File: src/rtl/lcd_transaction_ctrl.sv
// lcd_transaction_ctrl: HD44780 transaction layer that runs the configuration sequence, full-frame refreshes and single-character writes over a start/done phy handshake.
// Ports: clk/reset (sync, active-high); phy_init_done/phy_done in, phy_start/phy_rs/phy_data out to the 4-bit phy;
//        do_write_frame + frame_data, do_write_char + char_row/char_col/char_data requests in;
//        init_complete, busy, frame_done, char_done status out.
module lcd_transaction_ctrl #(
  parameter int          ROWS       = 2,
  parameter int          COLS       = 16,
  parameter logic [31:0] ROW_BASES  = 32'h54144000,
  parameter int          CMD_WAIT   = 2000,
  parameter int          CLEAR_WAIT = 82000
) (
  input  logic                   clk,
  input  logic                   reset,
  input  logic                   phy_init_done,
  input  logic                   phy_done,
  output logic                   phy_start,
  output logic                   phy_rs,
  output logic [7:0]             phy_data,
  input  logic                   do_write_frame,
  input  logic [ROWS*COLS*8-1:0] frame_data,
  input  logic                   do_write_char,
  input  logic [1:0]             char_row,
  input  logic [5:0]             char_col,
  input  logic [7:0]             char_data,
  output logic                   init_complete,
  output logic                   busy,
  output logic                   frame_done,
  output logic                   char_done
);
  localparam int CW = $clog2((CLEAR_WAIT > CMD_WAIT ? CLEAR_WAIT : CMD_WAIT) + 1);
  typedef enum logic [2:0] {INIT_WAIT, SEND, WAIT_DONE, GAP, IDLE, CHAR_OOR} state_t;
  typedef enum logic [1:0] {OP_INIT, OP_FRAME, OP_CHAR} op_t;
  state_t                 r_state, w_next;
  op_t                    r_op;
  logic [1:0]             r_idx, r_row;
  logic [5:0]             r_col;
  logic                   r_addr;
  logic [CW-1:0]          r_cnt;
  logic [ROWS*COLS*8-1:0] r_frame;
  logic [7:0]             r_cdata;
  logic                   r_init_complete, r_frame_done, r_char_done;
  logic [6:0]             w_base;
  logic [7:0]             w_fidx, w_byte;
  logic                   w_rs, w_xfer, w_gap_last, w_last_col, w_last_row, w_done_seq, w_oor;
  assign w_base     = ROW_BASES[{r_row, 3'b000} +: 7];
  assign w_fidx     = 8'(r_row) * 8'(COLS) + 8'(r_col);
  // r_addr marks the SET_ADDR instruction that precedes the data bytes of a row or single write
  assign w_byte     = r_op == OP_INIT ? (r_idx == 2'd0 ? 8'h28 : r_idx == 2'd1 ? 8'h06 : r_idx == 2'd2 ? 8'h0C : 8'h01) :
                      r_addr ? {1'b1, r_op == OP_CHAR ? w_base + {1'b0, r_col} : w_base} :
                      r_op == OP_CHAR ? r_cdata : r_frame[{w_fidx, 3'b000} +: 8];
  assign w_rs       = r_op != OP_INIT && !r_addr;
  assign w_gap_last = r_cnt == ((r_op == OP_INIT && r_idx == 2'd3) ? CW'(CLEAR_WAIT - 1) : CW'(CMD_WAIT - 1));
  assign w_last_col = r_col == 6'(COLS - 1);
  assign w_last_row = r_row == 2'(ROWS - 1);
  assign w_done_seq = r_op == OP_INIT ? r_idx == 2'd3 : r_op == OP_CHAR ? !r_addr : !r_addr && w_last_col && w_last_row;
  assign w_oor      = {1'b0, char_row} >= 3'(ROWS) || {1'b0, char_col} >= 7'(COLS);
  assign w_xfer     = r_state == SEND || r_state == WAIT_DONE;
  assign phy_start  = r_state == SEND;
  assign phy_rs     = w_xfer && w_rs;
  assign phy_data   = w_xfer ? w_byte : 8'h00;
  assign busy       = r_state != IDLE;
  assign init_complete = r_init_complete;
  assign frame_done = r_frame_done;
  assign char_done  = r_char_done;
  always_ff @(posedge clk)
    r_state <= reset ? INIT_WAIT : w_next;
  always_comb begin
    w_next = r_state;
    case (r_state)
      INIT_WAIT: w_next = phy_init_done ? SEND : INIT_WAIT;
      SEND:      w_next = WAIT_DONE;
      WAIT_DONE: w_next = phy_done ? GAP : WAIT_DONE;
      GAP:       w_next = w_gap_last ? (w_done_seq ? IDLE : SEND) : GAP;
      IDLE:      w_next = (do_write_frame || (do_write_char && !w_oor)) ? SEND : do_write_char ? CHAR_OOR : IDLE;
      default:   w_next = IDLE;
    endcase
  end
  always_ff @(posedge clk) begin
    if (reset) begin
      r_op            <= OP_INIT;
      r_idx           <= '0;
      r_row           <= '0;
      r_col           <= '0;
      r_addr          <= 1'b0;
      r_cnt           <= '0;
      r_frame         <= '0;
      r_cdata         <= '0;
      r_init_complete <= 1'b0;
      r_frame_done    <= 1'b0;
      r_char_done     <= 1'b0;
    end else begin
      r_frame_done <= 1'b0;
      r_char_done  <= 1'b0;
      r_cnt        <= (r_state == GAP && !w_gap_last) ? r_cnt + 1'b1 : '0;
      if (r_state == GAP && w_gap_last) begin
        if (w_done_seq) begin
          r_init_complete <= r_init_complete || r_op == OP_INIT;
          r_frame_done    <= r_op == OP_FRAME;
          r_char_done     <= r_op == OP_CHAR;
          r_row           <= '0;
          r_col           <= '0;
        end else if (r_op == OP_INIT)
          r_idx <= r_idx + 2'd1;
        else if (r_addr)
          r_addr <= 1'b0;
        else begin
          r_col  <= w_last_col ? '0 : r_col + 6'd1;
          r_row  <= w_last_col ? r_row + 2'd1 : r_row;
          r_addr <= w_last_col;
        end
      end
      if (r_state == IDLE && do_write_frame) begin
        r_op    <= OP_FRAME;
        r_frame <= frame_data;
        r_row   <= '0;
        r_col   <= '0;
        r_addr  <= 1'b1;
      end else if (r_state == IDLE && do_write_char) begin
        r_op        <= OP_CHAR;
        r_row       <= char_row;
        r_col       <= char_col;
        r_cdata     <= char_data;
        r_addr      <= 1'b1;
        // out-of-range coordinates complete immediately without touching the phy
        r_char_done <= w_oor;
      end
    end
  end
endmodule

File: config.mk
export PLATFORM = sky130hd
export DESIGN_NAME = lcd_transaction_ctrl
export DESIGN_NICKNAME = d
export VERILOG_FILES = /design/src/rtl/lcd_transaction_ctrl.sv
export SDC_FILE = /design/constraint.sdc
export NUM_CORES = 1
export LEC_CHECK = 0
export CORE_MARGIN = 1.5
export CORE_UTILIZATION = 45
export CTS_BUF_LIST = sky130_fd_sc_hd__clkbuf_2
export DETAILED_ROUTE_END_ITERATION = 10
export PLACE_DENSITY = 0.72
export SLEW_MARGIN = 20
export SYNTH_ARGS = -nofsm -noshare
export SYNTH_HDL_FRONTEND = slang
export SYNTH_SLANG_ARGS = --single-unit
export TNS_END_PERCENT = 50
File: constraint.sdc
create_clock -name clk -period 4.2 [get_ports clk]
set_input_delay 0.84 -clock clk [delete_from_list [all_inputs] [get_ports clk]]
set_output_delay 0.84 -clock clk [all_outputs]
set_load 0.005 [all_outputs]
**After elaboration in Yosys (flattened, before gate mapping)**

Cells that the tools add are included.

- Bits in registers: 300
- Input bits: 278
- Output and inout bits: 14
- Word-level logic and storage cells: 120

- $add $sub $neg: 6
- Order comparisons: 2
- Equality and inequality tests: 17
- Shift operators: 2
- Mux-type cells: 42
- Bitwise operators: 4
- Reductions and logical operators: 34

Operators by type and width:

| kind | count |
|---|---|
| $shiftx A256 B11 Y8 | 1 |
| $mux W6 | 7 |
| $mux W8 | 4 |
| $shiftx A32 B6 Y7 const A | 1 |
| $add A17 B1 Y17 const B | 1 |
| $eq A17 B17 Y1 | 1 |
| $mux W1 | 17 |
| $mux W17 | 1 |
| $pmux W3 S5 | 1 |
| $mux W2 | 6 |
| $logic_and A1 B1 Y1 | 10 |
| $mux W3 | 3 |
| $ne A3 B1 Y1 const B | 3 |
| $reduce_and A3 Y1 | 3 |
| $mux W4 | 2 |
| $add A6 B6 Y7 | 1 |
| $add A7 B6 Y7 | 1 |
| $mux W7 | 1 |
| $add A6 B1 Y6 const B | 1 |
| $eq A2 B1 Y1 const B | 3 |
| $eq A2 B2 Y1 const B | 3 |
| $eq A3 B2 Y1 const B | 2 |
| $eq A6 B4 Y1 const B | 1 |
| $ge A6 B5 Y1 const B | 1 |
| 17 further kinds | 32 |

**Depth between registers and ports, before layout**

- Depth after elaboration: 9
- Mapped depth: 10
- Gate-level depth less buffers: 7

**Least setup slack after synthesis**

No wires, ideal clock.

- Path kind: register to output
- Start point: reg r_col[4]
- End point: out phy_data[3]
- Arrival time: 1996 ps
- Data required time: 3360 ps
- Path slack: 1364 ps
- Stages on the path, launching flop included: 10
- Cells stage by stage: dfxtp_1 -> ha_1 -> buf_2 -> buf_6 -> buf_6 -> mux2_2 -> a221oi_1 -> nand3_1 -> a31oi_1 -> nor3_1

- Word-level cells in the longest chain between the ends: 6

Ends and longest elaborated chain:

| what | line | RTL |
|---|---|---|
| start, declared | 36 | `logic [5:0] r_col;` |
| start signal, assigned | 107 | `r_col <= w_last_col ? '0 : r_col + 6'd1;` |
| start signal, assigned | 121 | `r_col <= char_col;` |
| $add A6 B6 Y7 | 46 | `assign w_fidx = 8'(r_row) * 8'(COLS) + 8'(r_col);` |
| $shiftx A256 B11 Y8 | 50 | `r_op == OP_CHAR ? r_cdata : r_frame[{w_fidx, 3'b000} +: 8];` |
| $mux W8 | 50 |  |
| $mux W8 | 49 | `r_addr ? {1'b1, r_op == OP_CHAR ? w_base + {1'b0, r_col} : w_base} :` |
| $mux W8 | 48 | `assign w_byte = r_op == OP_INIT ? (r_idx == 2'd0 ? 8'h28 : r_idx == 2'd1 ? 8'h06 : r_idx == 2'd2 ? 8'h0C : 8'h ...` |
| $mux W8 | 60 | `assign phy_data = w_xfer ? w_byte : 8'h00;` |
| end, declared | 18 | `output logic [7:0] phy_data,` |

Every way passes these cells.

**Worst setup path in the final report**

- Start point: reg r_col[0]
- End point: out phy_data[2]

- Word-level cells in the longest chain between the ends: 6

Ends and longest elaborated chain:

| what | line |
|---|---|
| $add A6 B6 Y7 | 46 |
| $shiftx A256 B11 Y8 | 50 |
| $mux W8 | 50 |
| $mux W8 (*) | 49 |
| $mux W8 (*) | 48 |
| $mux W8 (*) | 60 |

Mark *: on every way between the ends. The rest lies on a longest branch, timed or not.

==> flow_metrics.env <==
export IMPL_irDropWorstVdd_mv=0.1506
export IMPL_hold_viol=0
export IMPL_ioPinCount=292
export IMPL_p_seq_frac=0.553
export IMPL_clk_latency_ps=860
export IMPL_syn_inst=1624
export IMPL_drive_gt1_frac=0.1301
export IMPL_worstMarginPinSlew_ps=886.4
export IMPL_grt_pass1_vias=12440
export IMPL_clock_sinks=300
export IMPL_p_int_mw=3.815
export IMPL_crit_fanout=6
export IMPL_syn_to_final_growth_pct=30.26
export IMPL_yosys_area_share_simple=0.2113
export IMPL_slew_violations=0
export IMPL_critPathKind="register to output pin"
export IMPL_wire_per_inst_um=18.84
export IMPL_synthMuxAreaShare=0.1203
export IMPL_synth_top_family_by_area="simple AND/OR/NAND/NOR gates"
export IMPL_drv_cap=0
export IMPL_setup_viol=0
export IMPL_cts_tree="done"
export IMPL_skew_ps=70.25
export IMPL_die_area_sq_um=31310
export IMPL_rsz0062_at_grt="yes"
export IMPL_synth_adder_area_share=0.01250
export IMPL_grt_max_degree=173
export IMPL_die_h_um=176.9
export IMPL_start_util=0.4582
export IMPL_drc=0
export IMPL_status="complete, no violations"
export IMPL_total_power_mw=5.144
export IMPL_synthTopCellsByArea="dfxtp_1, nand2_1, a21oi_1"
export IMPL_placed_cell_area_sq_um=16660
export IMPL_fin_crit_sh=0.9987
export IMPL_viasPerCell=5.492
export IMPL_cts_buffer_depth=3
export IMPL_synth_compound_area_frac=0.1530
export IMPL_yosysTopAreaCell="dfxtp_1"
export IMPL_dp_cells=2196
export IMPL_nets=2201
export IMPL_yosys_warnings=0
export IMPL_power_leakage_nw=6.044
export IMPL_ys_ff_latch=300
export IMPL_slew_headroom=0.4091
export IMPL_fmax_mhz=238.4
export IMPL_fp_dieW_um=176.9
export IMPL_core_sq_um=29720
export IMPL_numPortBuffers=291
export IMPL_routabilityCongestion=0.9396
export IMPL_drt_first_pass_iters=8
export IMPL_end_kind="output pin"
export IMPL_antenna_left=0
export IMPL_grt_usage=0.2766
export IMPL_switching_share=0.2583
export IMPL_synth_seq_area_share=0.4411
export IMPL_pwr_share_comb=0.072
export IMPL_syn_area_sq_um=13620
export IMPL_required_ps=3360
export IMPL_clkPwrFrac=0.375
export IMPL_synth_top_flop_cell="dfxtp_1"
export IMPL_avgSynthCellArea_sq_um=8.384
export IMPL_final_cell_area_sq_um=17740
export IMPL_core_rowCount=63
export IMPL_hold_path_class="register to register"
export IMPL_period_minus_slack_ps=4195
export IMPL_crit_path_start_kind="register"
export IMPL_yosysTopAreaCellShare=0.4411
export IMPL_final_util=0.5968
export IMPL_overflow=0
export IMPL_clk_pin_slew_ps=110
export IMPL_synthArstFlopShare=0
export IMPL_synth_xor_area_frac=0.01287
export IMPL_ys_types=67
export IMPL_antenna_found_initial=1
export IMPL_synth_edf_count=0
export IMPL_numCtsBuffers=78
export IMPL_grt_pass1_wl_um=66300
export IMPL_drt_iter0_markers=1170
export IMPL_hold_depth=2
export IMPL_cts_hold_buf=0
export IMPL_powerDensity_nw_per_um2=290.0
export IMPL_final_cells=2359
export IMPL_p_switching_mw=1.329
export IMPL_synth_fp_nets=1915
export IMPL_n_fill_cell=2623
export IMPL_cts_htree_levels=3
export IMPL_drt_total_wl_um=44430
export IMPL_clockRootBuffer="clkbuf_2"
export IMPL_dr_total_vias=12960
export IMPL_arrival_ps=3350
export IMPL_hpwl_um=31220
export IMPL_reg2reg_depth=6
==> power by group through the flow <==
stage | Sequential [mW] | Combinational (mW) | Clock [mW]
3_5_place_dp | 2.91 | 0.366 | 0
2_1_floorplan | 2.91 | 0.0615 | 0
6_report | 2.85 | 0.369 | 1.93
3_3_place_gp | 2.91 | 0.367 | 0
4_1_cts | 2.85 | 0.369 | 1.97
5_1_grt | 2.85 | 0.387 | 2.13
==> path summary, 6_finish.rpt <==
kind | slack (ps) | startpoint | endpoint
setup / recovery | 5 | r_col[0]$_SDFFE_PP0P_ | phy_data[2]
setup reg to reg | 1580 | r_state[1]$_SDFF_PP0_ | r_frame[20]$_SDFFE_PP0P_
hold / removal | 450 | r_frame[231]$_SDFFE_PP0P_ | r_frame[231]$_SDFFE_PP0P_
hold reg to reg | 450 | r_frame[231]$_SDFFE_PP0P_ | r_frame[231]$_SDFFE_PP0P_
==> state kept, by name, indices dropped and copies added, names as in the netlist <==
name / count
r_cdata: 8
r_idx: 2
r_col: 6
r_row: 2
r_cnt: 17
r_op: 2
init_complete: 1
frame_done: 1
r_frame: 256
r_addr: 1
char_done: 1
r_state: 3
==> layer usage <==
layer | part of all wire | vias up | GRT usage
li1 | - | 6195 | -
met1 | 0.42 | 6092 | 0.3598
met2 | 0.47 | 553 | 0.4419
met3 | 0.072 | 115 | 0.05541
met4 | 0.041 | 0 | 0.1285
met5 | 0 | - | 0
==> stage by stage <==
stage | TNS, ps | setup WS (ps) | hold slack (ps)
2_1_floorplan | 0 | 1364 | 429.5
3_3_place_gp | 0 | 360.7 | 439.4
3_5_place_dp | 0 | 304.8 | 443.1
4_1_cts | -126.3 | -122.1 | 457.1
5_1_grt | -203.5 | -65.96 | 464.3
6_report | 0 | 5.490 | 454.9
==> layout make-up <==
class | count | area (sq um) | area share
timing repair buffer | 335 | 3435 | 0.1937
sequential | 300 | 6021 | 0.3395
antenna | 1 | 2.502 | 0.0001411
clock buffer | 113 | 565.5 | 0.03189
tap | 390 | 488.0 | 0.02751
clock inverter | 25 | 110.1 | 0.006208
multi-input combinational | 1186 | 7081 | 0.3992
inverter | 9 | 33.78 | 0.001905
==> synth_stat cells (3+ instances only) <==
| cell type | n |
|---|---|
| dfxtp_1 | 300 |
| and3_1 | 7 |
| nor4_1 | 6 |
| ha_1 | 12 |
| nor2b_1 | 14 |
| a22oi_1 | 10 |
| o2111ai_1 | 4 |
| buf_6 | 7 |
| nand2b_1 | 11 |
| o211ai_1 | 4 |
| a311oi_1 | 4 |
| a2111oi_0 | 5 |
| nor3b_1 | 6 |
| inv_1 | 9 |
| a211oi_1 | 6 |
| nor3_1 | 8 |
| nand3_1 | 18 |
| mux4_1 | 17 |
| nand4_1 | 5 |
| xor2_1 | 9 |
| buf_2 | 38 |
| or3_1 | 4 |
| xnor2_1 | 11 |
| a31oi_1 | 4 |
| o21ai_1 | 3 |
| a21oi_1 | 287 |
| mux2i_1 | 20 |
| o22ai_1 | 4 |
| nor2_1 | 48 |
| o21ai_0 | 9 |
| mux2_2 | 14 |
| nand2_1 | 552 |
| mux4_2 | 37 |
| clkbuf_1 | 76 |
| a32oi_1 | 4 |
| a221oi_1 | 4 |
| buf_4 | 4 |
| and2_1 | 4 |
==> critical path, cell delays in order (launching register included) <==
cell and delay [ps]:
dfxtp_4 420, buf_12 140, buf_4 130, mux4_1 570, mux2i_1 340, a22oi_1 150, o211ai_1 170, o21ai_1 130
clkdlybuf4s50_1 470
==> layout by cell type (no fill, tap or decap), types with 8 or more instances in the layout <==
cell,n
nor2b_1,12
inv_1,9
mux2i_1,17
a21oi_1,286
ha_1,11
nand2b_1,11
xnor2_1,11
mux4_1,16
mux4_2,38
o21ai_0,8
nor2_1,45
mux2_2,14
nand2_1,551
nand3_1,17
xor2_1,9
clkbuf_2,113
buf_12,9
clkdlybuf4s50_1,286
clkinv_1,18
buf_4,26
dfxtp_1,296
a22oi_1,9
==> logic make-up (layout without fill, tap and decap cells) <==
logic type	count (synthesis)	after routing
AND/OR/NAND/NOR	696	696
AO/OA/AOI/OAI	369	369
flip-flops	300	300
buffers and inverters	138	482
multiplexers	88	88
XOR/XNOR	20	20
adder cells (fa/ha/maj)	13	13
other	0	1
==> repair_timing <==
| action | in CTS | in global routing |
|---|---|---|
| gates cloned | 0 | 1 |
| setup buffers | 9 | 14 |
| pin swaps | 8 | 7 |
| gates resized for setup | 31 | 14 |
| endpoints found under the setup margin | 8 | 7 |
(Power assumes the default switching activity.)
